## config.mk

```make
export PLATFORM = sky130hd
export DESIGN_NAME = mod_req_arbiter
export DESIGN_NICKNAME = d
export VERILOG_FILES = /design/src/rtl/mod_req_arbiter_pkg.sv /design/src/rtl/mod_req_arbiter_rr_pick.sv /design/src/rtl/mod_req_arbiter.sv
export SDC_FILE = /design/constraint.sdc
export NUM_CORES = 1
export LEC_CHECK = 0
export BUFFER_PORTS_ARGS = -buffer_cell sky130_fd_sc_hd__buf_2
export CAP_MARGIN = 20
export CELL_PAD_IN_SITES_DETAIL_PLACEMENT = 1
export CELL_PAD_IN_SITES_GLOBAL_PLACEMENT = 2
export CORE_MARGIN = 2
export CORE_UTILIZATION = 25
export CTS_CLUSTER_DIAMETER = 60
export DETAILED_ROUTE_END_ITERATION = 10
export GPL_ROUTABILITY_DRIVEN = 0
export GPL_TIMING_DRIVEN = 0
export PLACE_DENSITY = 0.69
export SLEW_MARGIN = 20
export SYNTH_ARGS = -nofsm -noshare
export SYNTH_HDL_FRONTEND = slang
export SYNTH_HIERARCHICAL = 1
export SYNTH_SLANG_ARGS = --single-unit
export TNS_END_PERCENT = 10
```

## constraint.sdc

```tcl
create_clock -name clk -period 1.7 [get_ports clk]
set_clock_uncertainty 0.1 [all_clocks]
set_input_delay 0.255 -clock clk [delete_from_list [all_inputs] [get_ports clk]]
set_output_delay 0.255 -clock clk [all_outputs]
set_load 0.01 [all_outputs]
```

## src/rtl/mod_req_arbiter_pkg.sv

```systemverilog
// Shared state encoding and default sizing for the request arbiter.
package mod_req_arbiter_pkg;

  typedef enum logic [1:0] {
    IDLE = 2'd0,
    BUSY = 2'd1,
    DONE = 2'd2
  } arb_state_e;

  localparam int NUM_REQ_DEF        = 4;
  localparam int TIMEOUT_CYCLES_DEF = 255;

endpackage

```

## src/rtl/mod_req_arbiter_rr_pick.sv

```systemverilog
// Combinational round-robin picker: returns the first requester after last_i,
// wrapping from NUM_REQ-1 back to 0, so last_i itself is considered last.
module rr_pick #(
  parameter int NUM_REQ = 4
) (
  input  logic [NUM_REQ-1:0]         req_i,
  input  logic [$clog2(NUM_REQ)-1:0] last_i,
  output logic [$clog2(NUM_REQ)-1:0] winner_o,
  output logic                       valid_o
);

  localparam int W = $clog2(NUM_REQ);

  logic [W-1:0] cand_s;
  logic [W-1:0] win_s;
  logic         found_s;
  logic         take_s;

  always_comb begin
    cand_s  = last_i;
    win_s   = last_i;
    found_s = 1'b0;
    take_s  = 1'b0;
    for (int i = 1; i <= NUM_REQ; i++) begin
      cand_s  = W'((int'(last_i) + i) % NUM_REQ);
      take_s  = req_i[cand_s] & ~found_s;
      win_s   = take_s ? cand_s : win_s;
      found_s = found_s | req_i[cand_s];
    end
  end

  assign winner_o = win_s;
  assign valid_o  = found_s;

endmodule

```

## src/rtl/mod_req_arbiter.sv

```systemverilog
// Round-robin arbiter letting NUM_REQ requesters share one req/ack resource.
// Optional BUSY watchdog is compiled in with `define ARB_TIMEOUT_EN.
module mod_req_arbiter
  import mod_req_arbiter_pkg::*;
#(
  parameter int NUM_REQ        = NUM_REQ_DEF,
  parameter int TIMEOUT_CYCLES = TIMEOUT_CYCLES_DEF
) (
  input  logic                       clk,
  input  logic                       rst,
  input  logic [NUM_REQ-1:0]         req_i,
  output logic [NUM_REQ-1:0]         ack_o,
  output logic                       res_req_o,
  input  logic                       res_ack_i,
  output logic [$clog2(NUM_REQ)-1:0] grant_o,
  output logic                       busy_o,
  output logic                       err_o
);

  localparam int W = $clog2(NUM_REQ);

  arb_state_e         state_q, state_d;
  logic [W-1:0]       grant_q, grant_d;
  logic [W-1:0]       win_s;
  logic               win_vld_s;
  logic               timeout_s;
  logic [NUM_REQ-1:0] ack_q, ack_d;
  logic               res_req_q, res_req_d;
  logic               busy_q, busy_d;

  rr_pick #(.NUM_REQ(NUM_REQ)) u_pick (
    .req_i    (req_i),
    .last_i   (grant_q),
    .winner_o (win_s),
    .valid_o  (win_vld_s)
  );

`ifdef ARB_TIMEOUT_EN
  localparam int CW = $clog2(TIMEOUT_CYCLES + 1);

  logic [CW-1:0] cnt_q, cnt_d;
  logic          err_q, err_d;

  assign timeout_s = (cnt_q == CW'(TIMEOUT_CYCLES));

  // Counter restarts from zero on every entry into BUSY.
  always_comb begin
    if ((state_q == BUSY) && (state_d == BUSY)) begin
      cnt_d = cnt_q + CW'(1);
    end else begin
      cnt_d = '0;
    end
    err_d = (state_q == BUSY) & ~res_ack_i & timeout_s;
  end

  always_ff @(posedge clk) begin
    if (rst) begin
      cnt_q <= '0;
      err_q <= 1'b0;
    end else begin
      cnt_q <= cnt_d;
      err_q <= err_d;
    end
  end

  assign err_o = err_q;
`else
  assign timeout_s = 1'b0;
  assign err_o     = 1'b0;
`endif

  always_ff @(posedge clk) begin
    if (rst) begin
      state_q   <= IDLE;
      grant_q   <= W'(NUM_REQ - 1);
      ack_q     <= '0;
      res_req_q <= 1'b0;
      busy_q    <= 1'b0;
    end else begin
      state_q   <= state_d;
      grant_q   <= grant_d;
      ack_q     <= ack_d;
      res_req_q <= res_req_d;
      busy_q    <= busy_d;
    end
  end

  // res_ack_i only matters in BUSY; a lagging ack in DONE/IDLE is dropped.
  always_comb begin
    state_d = state_q;
    grant_d = grant_q;
    case (state_q)
      IDLE: begin
        if (win_vld_s) begin
          state_d = BUSY;
          grant_d = win_s;
        end else begin
          state_d = IDLE;
        end
      end
      BUSY: begin
        if (res_ack_i || timeout_s) begin
          state_d = DONE;
        end else begin
          state_d = BUSY;
        end
      end
      DONE:    state_d = IDLE;
      default: state_d = IDLE;
    endcase
  end

  always_comb begin
    res_req_d = (state_d == BUSY);
    busy_d    = (state_d != IDLE);
    if (state_d == DONE) begin
      ack_d = {{(NUM_REQ-1){1'b0}}, 1'b1} << grant_d;
    end else begin
      ack_d = '0;
    end
  end

  assign ack_o     = ack_q;
  assign res_req_o = res_req_q;
  assign grant_o   = grant_q;
  assign busy_o    = busy_q;

endmodule

```

### Word-level counts from Yosys, hierarchy flattened

Index checks and enable logic that the tools add are counted.

| cells by class | value |
|---|---|
| equal/unequal tests | 3 |
| add/subtract/negate cells | 4 |
| reductions and logical operators | 3 |
| mux-type cells | 17 |
| shift operators | 1 |
| order comparisons | 4 |
| bitwise gates (word level) | 10 |

Operators by type and width:

| cell | count |
|---|---|
| 2-bit two-way mux | 7 |
| 2-bit by 3-bit less-than comparator with 1-bit output (second input constant) | 4 |
| 1-bit binary-select mux with 2-bit select | 4 |
| 1-bit two-way mux | 5 |
| 2-bit by 1-bit adder with 2-bit output (second input constant) | 2 |
| 2-bit adder (second input constant) | 2 |
| 2-bit by 1-bit equality test with 1-bit output (second input constant) | 2 |
| 1-bit NOT | 4 |
| 2-bit case mux with 2 select lines | 1 |
| 1-bit by 2-bit left shift with 4-bit output (first input constant) | 1 |
| 1-bit bitwise AND | 3 |
| 1-bit bitwise OR | 3 |
| 2-bit equality test (second input constant) | 1 |
| 2-bit zero test | 1 |
| 2-bit nonzero test | 1 |
| 2-bit OR reduction | 1 |

| storage, ports and cells | value |
|---|---|
| logic and storage cells | 47 |
| flip-flop bits (word level) | 10 |
| output and inout bits | 9 |

### Longest topological paths before layout

| logic depth | value |
|---|---|
| depth after elaboration | 11 |
| gate-level depth with buffers | 5 |

### Hierarchy

The synthesis kept the hierarchy.

Modules (own cells, without submodules):

| module | sequential area each (um^2) | instances | area each (um^2) | cells an instance |
|---|---|---|---|---|
| mod_req_arbiter | 200.2 | 1 | 335.3 | 29 |
| rr_pick | 0.0 | 1 | 82.6 | 14 |

### Worst setup path after synthesis

Ideal clock, no wire load.

| path | value |
|---|---|
| path kind | register -> register |
| start point | register grant_q[1] (netlist: grant_o[1]) |
| end point | register ack_q[0] (netlist: ack_o[0]) |
| data required time | 1.527 ns |
| path buffers | 0 |
| stages on the path, launching flop included | 6 |
| slack | 0.130 ns |
| clock period less this slack | 1.570 ns |
| data arrival time | 1.397 ns |
| cell sequence | dfxtp_1 > mux2i_1 > nor2_1 > a221o_1 > mux2i_1 > nor3b_2 |

| on the way | value |
|---|---|
| word-level cells in the longest chain between the ends | 11 |
| elaborated cells between the ends (all ways) | 33 |
| classes of those cells | 4 x add/sub; 1 x eq/ne; 1 x shift; 16 x mux; 10 x bitwise; 1 x reduce/logical |

RTL lines:

| element | line | RTL |
|---|---|---|
| start: declaration | mod_req_arbiter.sv:23 | `logic [W-1:0] grant_q, grant_d;` |
| start signal: assignment | mod_req_arbiter.sv:75 | `grant_q <= W'(NUM_REQ - 1);` |
| start signal: assignment | mod_req_arbiter.sv:81 | `grant_q <= grant_d;` |
| 2-bit by 1-bit adder with 2-bit output / 2-bit adder (equally long branches) | mod_req_arbiter_rr_pick.sv:25 | `cand_s = W'((int'(last_i) + i) % NUM_REQ);` |
| 1-bit binary-select mux with 2-bit select | mod_req_arbiter_rr_pick.sv:26, mod_req_arbiter_rr_pick.sv:28 |  |
| 1-bit two-way mux (not written as such) | mod_req_arbiter_rr_pick.sv:26, mod_req_arbiter_rr_pick.sv:28 |  |
| 1-bit NOT / 1-bit bitwise OR (equally long branches) | mod_req_arbiter_rr_pick.sv:26, mod_req_arbiter_rr_pick.sv:28 |  |
| 1-bit bitwise AND, or another cell as far along | mod_req_arbiter_rr_pick.sv:26 | `take_s = req_i[cand_s] & ~found_s;` |
| 2-bit two-way mux, or another cell as far along | mod_req_arbiter_rr_pick.sv:27 | `win_s = take_s ? cand_s : win_s;` |
| 2-bit two-way mux / 1-bit bitwise AND (equally long branches) | mod_req_arbiter_rr_pick.sv:27, mod_req_arbiter_rr_pick.sv:26 |  |
| 2-bit two-way mux * | mod_req_arbiter_rr_pick.sv:27 |  |
| via win_s[0] | mod_req_arbiter.sv:24 | `logic [W-1:0] win_s;` |
| 2-bit two-way mux * | mod_req_arbiter.sv:94 | `if (win_vld_s) begin` |
| 2-bit two-way mux * | mod_req_arbiter.sv:92 | `case (state_q)` |
| 1-bit by 2-bit left shift with 4-bit output * | mod_req_arbiter.sv:117 | `ack_d = {{(NUM_REQ-1){1'b0}}, 1'b1} << grant_d;` |
| end signal: assignment | mod_req_arbiter.sv:82 | `ack_q <= ack_d;` |
| end: declaration | mod_req_arbiter.sv:27 | `logic [NUM_REQ-1:0] ack_q, ack_d;` |

Mark *: on every way through the listed nets, which the timed path passes. The rest lies on a longest branch. The select of a mux whose other input is x is not followed.
A chain may end at the register's enable or synchronous reset.

### Worst setup path after layout

Same ends and word-level chain as after synthesis.

==> impl_metrics.csv <==
group,metric,value,unit
hold_path,min_path_type,"in -> reg",
clock_network,cts_hold_buf,0,
clock_network,root_buffer,"clkbuf_4",
critical_path,path_cells,"mux2i_1, nor2_1, a221o_1, mux2i_1, nor3b_2",
timing,rsz0062_at_grt,"no",
detailed_routing,wl,848,microns
timing,hold_viol,0,
grt,grt_util_met3,4.800,%
placed_design,hpwl,643,microns
synth,synth_cell_types,22,
cells_and_area,multiInputGateArea,195.2,sq um
grt,grt_max_degree,14,
power,p_seq_share,47.8,%
clock_network,h-tree-depth,1,
die,start_util,27.11,%
placed_design,io_buffers,14,
synth,ys_seq_elements,10,
detailed_routing,drtIter0Drc,3,
synth,synth-seq-area-share,47.90,%
grt,grt_pass1_vias,332,
timing,setup_viol,0,
die,die_area,2015,sq um
timing,fmax,667.1,MHz
grt,use_met2,13.62,%
synth,synth_cells,43,
cells_and_area,seq_area,203.9,sq um
placed_design,placed_cell_area,508.0,sq um
timing,finalCriticalPeriod,1499,ps
power,power_leakage,0.2668,nW
grt,gr-usage-all-layers,10.01,%
grt,antenna_found_initial,0,
clock_network,numCtsBuffers,3,
power,p_int,0.4288,mW
die,die_h,44.89,microns
run_status,status,"complete, no violations",
cells_and_area,antenna_cells,0,
clock_network,cts_sinks,10,
cells_and_area,drive_gt1_share,39.34,%
detailed_routing,dr.pass1.iters,4,
clock_network,cts_setup_buffers,0,
placed_design,dp_cells,73,
grt,grt_pass1_wl,1.380,mm
die,core.rowCount,14,
power,clkPwrFrac,36.6,%
clock_network,cts.clk_slew.worst_paths,70,ps
die,die_x,44.89,microns
detailed_routing,antenna_left,0,
critical_path,max_stage_delay,420,ps
die,boundaryPins,16,
detailed_routing,vias_per_cell,4.727,
clock_network,cts_tree,"built",
critical_path,crit_type,"reg -> reg",
clock_network,clk_latency,260,ps
detailed_routing,drc_errors,0,
critical_path,end_kind,"flip-flop",
power,p_total,0.5742,mW
critical_path,crit_required,1790,ps
detailed_routing,wire_per_inst,11.01,microns
timing,drv_slew,0,
critical_path,start_kind,"flip-flop",
detailed_routing,dr_total_vias,364,
synth,synthesis.area,417.9,sq um
grt,grt_util_met1,12.22,%
cells_and_area,fin_area,548.0,sq um
flow_run,cap_viol_max_count,0,
synth,synth_nets,50,
die,core,1541,sq um
critical_path,crit_top_cell,"mux2i_1",
power,combPwrFrac,15.6,%
clock_network,cts_max_path_buffers,2,
cells_and_area,n_fill_cell,198,
synth,syn_avg_cell_area,9.719,sq um
synth,yosys_warnings,6,
timing,tns,0,ps
cells_and_area,instances_no_fill,77,
synth,synth_top_area_share,47.90,%
cells_and_area,final_util,35.55,%
critical_path,crit_slowest_cell,"dfxtp_4",
grt,grt_overflow,0,
cells_and_area,fin_nets,69,
grt,busiest_layer,"met2",
critical_path,worstPathArrival,1590,ps
power,p_sw,0.1455,mW
synth,synth_area_leader_cell,"dfxtp_1",
critical_path,worstPathMaxFanout,13,
power,ir_worst_vdd,0.0003219,V
power,p_sw_share,25.33,%
power,p_per_area,1048,nW/um^2
cells_and_area,syn_to_final_growth,31.14,%
synth,synth_area_leaders,"dfxtp_1 (48%), nor3b_2 (6.0%), mux2i_1 (4.8%), nand2b_1 (4.5%), a2111oi_2 (3.6%)",
timing,min_period_over_period,88.18,%
cells by family (layout without fill, tap and decap cells):
| family | Yosys count | in the layout | share of synthesized area, % |
|---|---|---|---|
| buffers and inverters | 5 | 23 | 5.389 |
| DFF | 10 | 10 | 47.90 |
| and+or+nand+nor | 17 | 17 | 25.45 |
| other | 1 | 1 | 0.8973 |
| muxes | 2 | 2 | 4.791 |
| AOI/OAI and AO/OA | 8 | 8 | 15.57 |
final cells by class:
class                           count  area share [%]
Buffer                              1           1.370
Clock buffer                        4           6.621
Inverter                            4           2.740
Multi-Input combinational cell     28           35.62
Sequential cell                    10           37.21
Tap cell                           16           3.653
Timing Repair Buffer               14           12.79
final timing paths:
check / endpoint / startpoint / slack, ps / cells past startpoint
worst min-delay path: state_q[0] / res_ack_i / 120 / 2
worst max-delay path: ack_o[0] / grant_o[1] / 200 / 5
worst min register to register: state_q[0] / state_q[1] / 420 / 1
worst max register to register: ack_o[0] / grant_o[1] / 200 / 5
flip-flops by register name (all words and copies together) (netlist names):
name and flops:
ack_o 4, busy_o 1, grant_o 2, res_req_o 1, state_q 2
critical path, delay by kind of cell (launching register included):
kind / cells / cell delay [ps]
DFF: 1 / 420
AOI/OAI and AO/OA: 1 / 260
muxes: 2 / 400
and+or+nand+nor: 2 / 240
synthesized netlist by cell type:
| master | count |
|---|---|
| a211o_1 | 1 |
| a221o_1 | 1 |
| nand2_1 | 1 |
| nand3_1 | 1 |
| mux2i_1 | 2 |
| nor3b_2 | 2 |
| or4_1 | 1 |
| and3_1 | 1 |
| a31oi_1 | 1 |
| a2111oi_2 | 1 |
| nor2_2 | 1 |
| buf_4 | 1 |
| a2111oi_0 | 1 |
| nor2b_1 | 2 |
| conb_1 | 1 |
| inv_1 | 4 |
| nor3_1 | 2 |
| o22ai_1 | 1 |
| nor2_1 | 3 |
| dfxtp_1 | 10 |
| nand2b_1 | 3 |
| a21oi_1 | 2 |
metal layers:
layer / part of all wire [%] / vias to the layer above / wire length [microns]
li1: - / 187 / -
met1: 49 / 162 / 418
met2: 41 / 13 / 346
met3: 7.8 / 2 / 66
met4: 1.9 / 0 / 16
met5: 0 / - / 0
metrics by stage:
step / setup slack, ps / hold WS, ps
4_1_cts: 100.2 / 104.1
6_report: 201.0 / 119.3
3_3_place_gp: -49.66 / 393.5
5_1_grt: 35.91 / 109.0
2_1_floorplan: 129.9 / 239.3
3_5_place_dp: -47.51 / 395.3
power groups by stage:
| stage | clock, mW | sequential, mW | combinational, mW |
|---|---|---|---|
| 2_1_floorplan | 0 | 0.281 | 0.0519 |
| 3_3_place_gp | 0 | 0.280 | 0.0899 |
| 3_5_place_dp | 0 | 0.280 | 0.0909 |
| 5_1_grt | 0.238 | 0.279 | 0.101 |
| 6_report | 0.210 | 0.275 | 0.0894 |
| 4_1_cts | 0.220 | 0.275 | 0.0913 |
cell usage in the layout (no fill, tap or decap), drive strengths merged:
cell / count
or4: 1
inv: 4
a2111oi: 2
nor3: 2
a31oi: 1
nor2b: 2
nand2: 1
mux2i: 2
conb: 1
a221o: 1
a21oi: 2
nor3b: 2
clkbuf: 4
nand2b: 3
nand3: 1
buf: 15
and3: 1
o22ai: 1
dfxtp: 10
nor2: 4
a211o: 1
timing repair:
action | in CTS | in global routing
resized for setup | 1 | 1
cloned | 0 | 0
endpoints found under the setup margin | 1 | 1
endpoints found under the hold margin | 0 | 0
No activity file was read; power rests on OpenSTA's default activity.
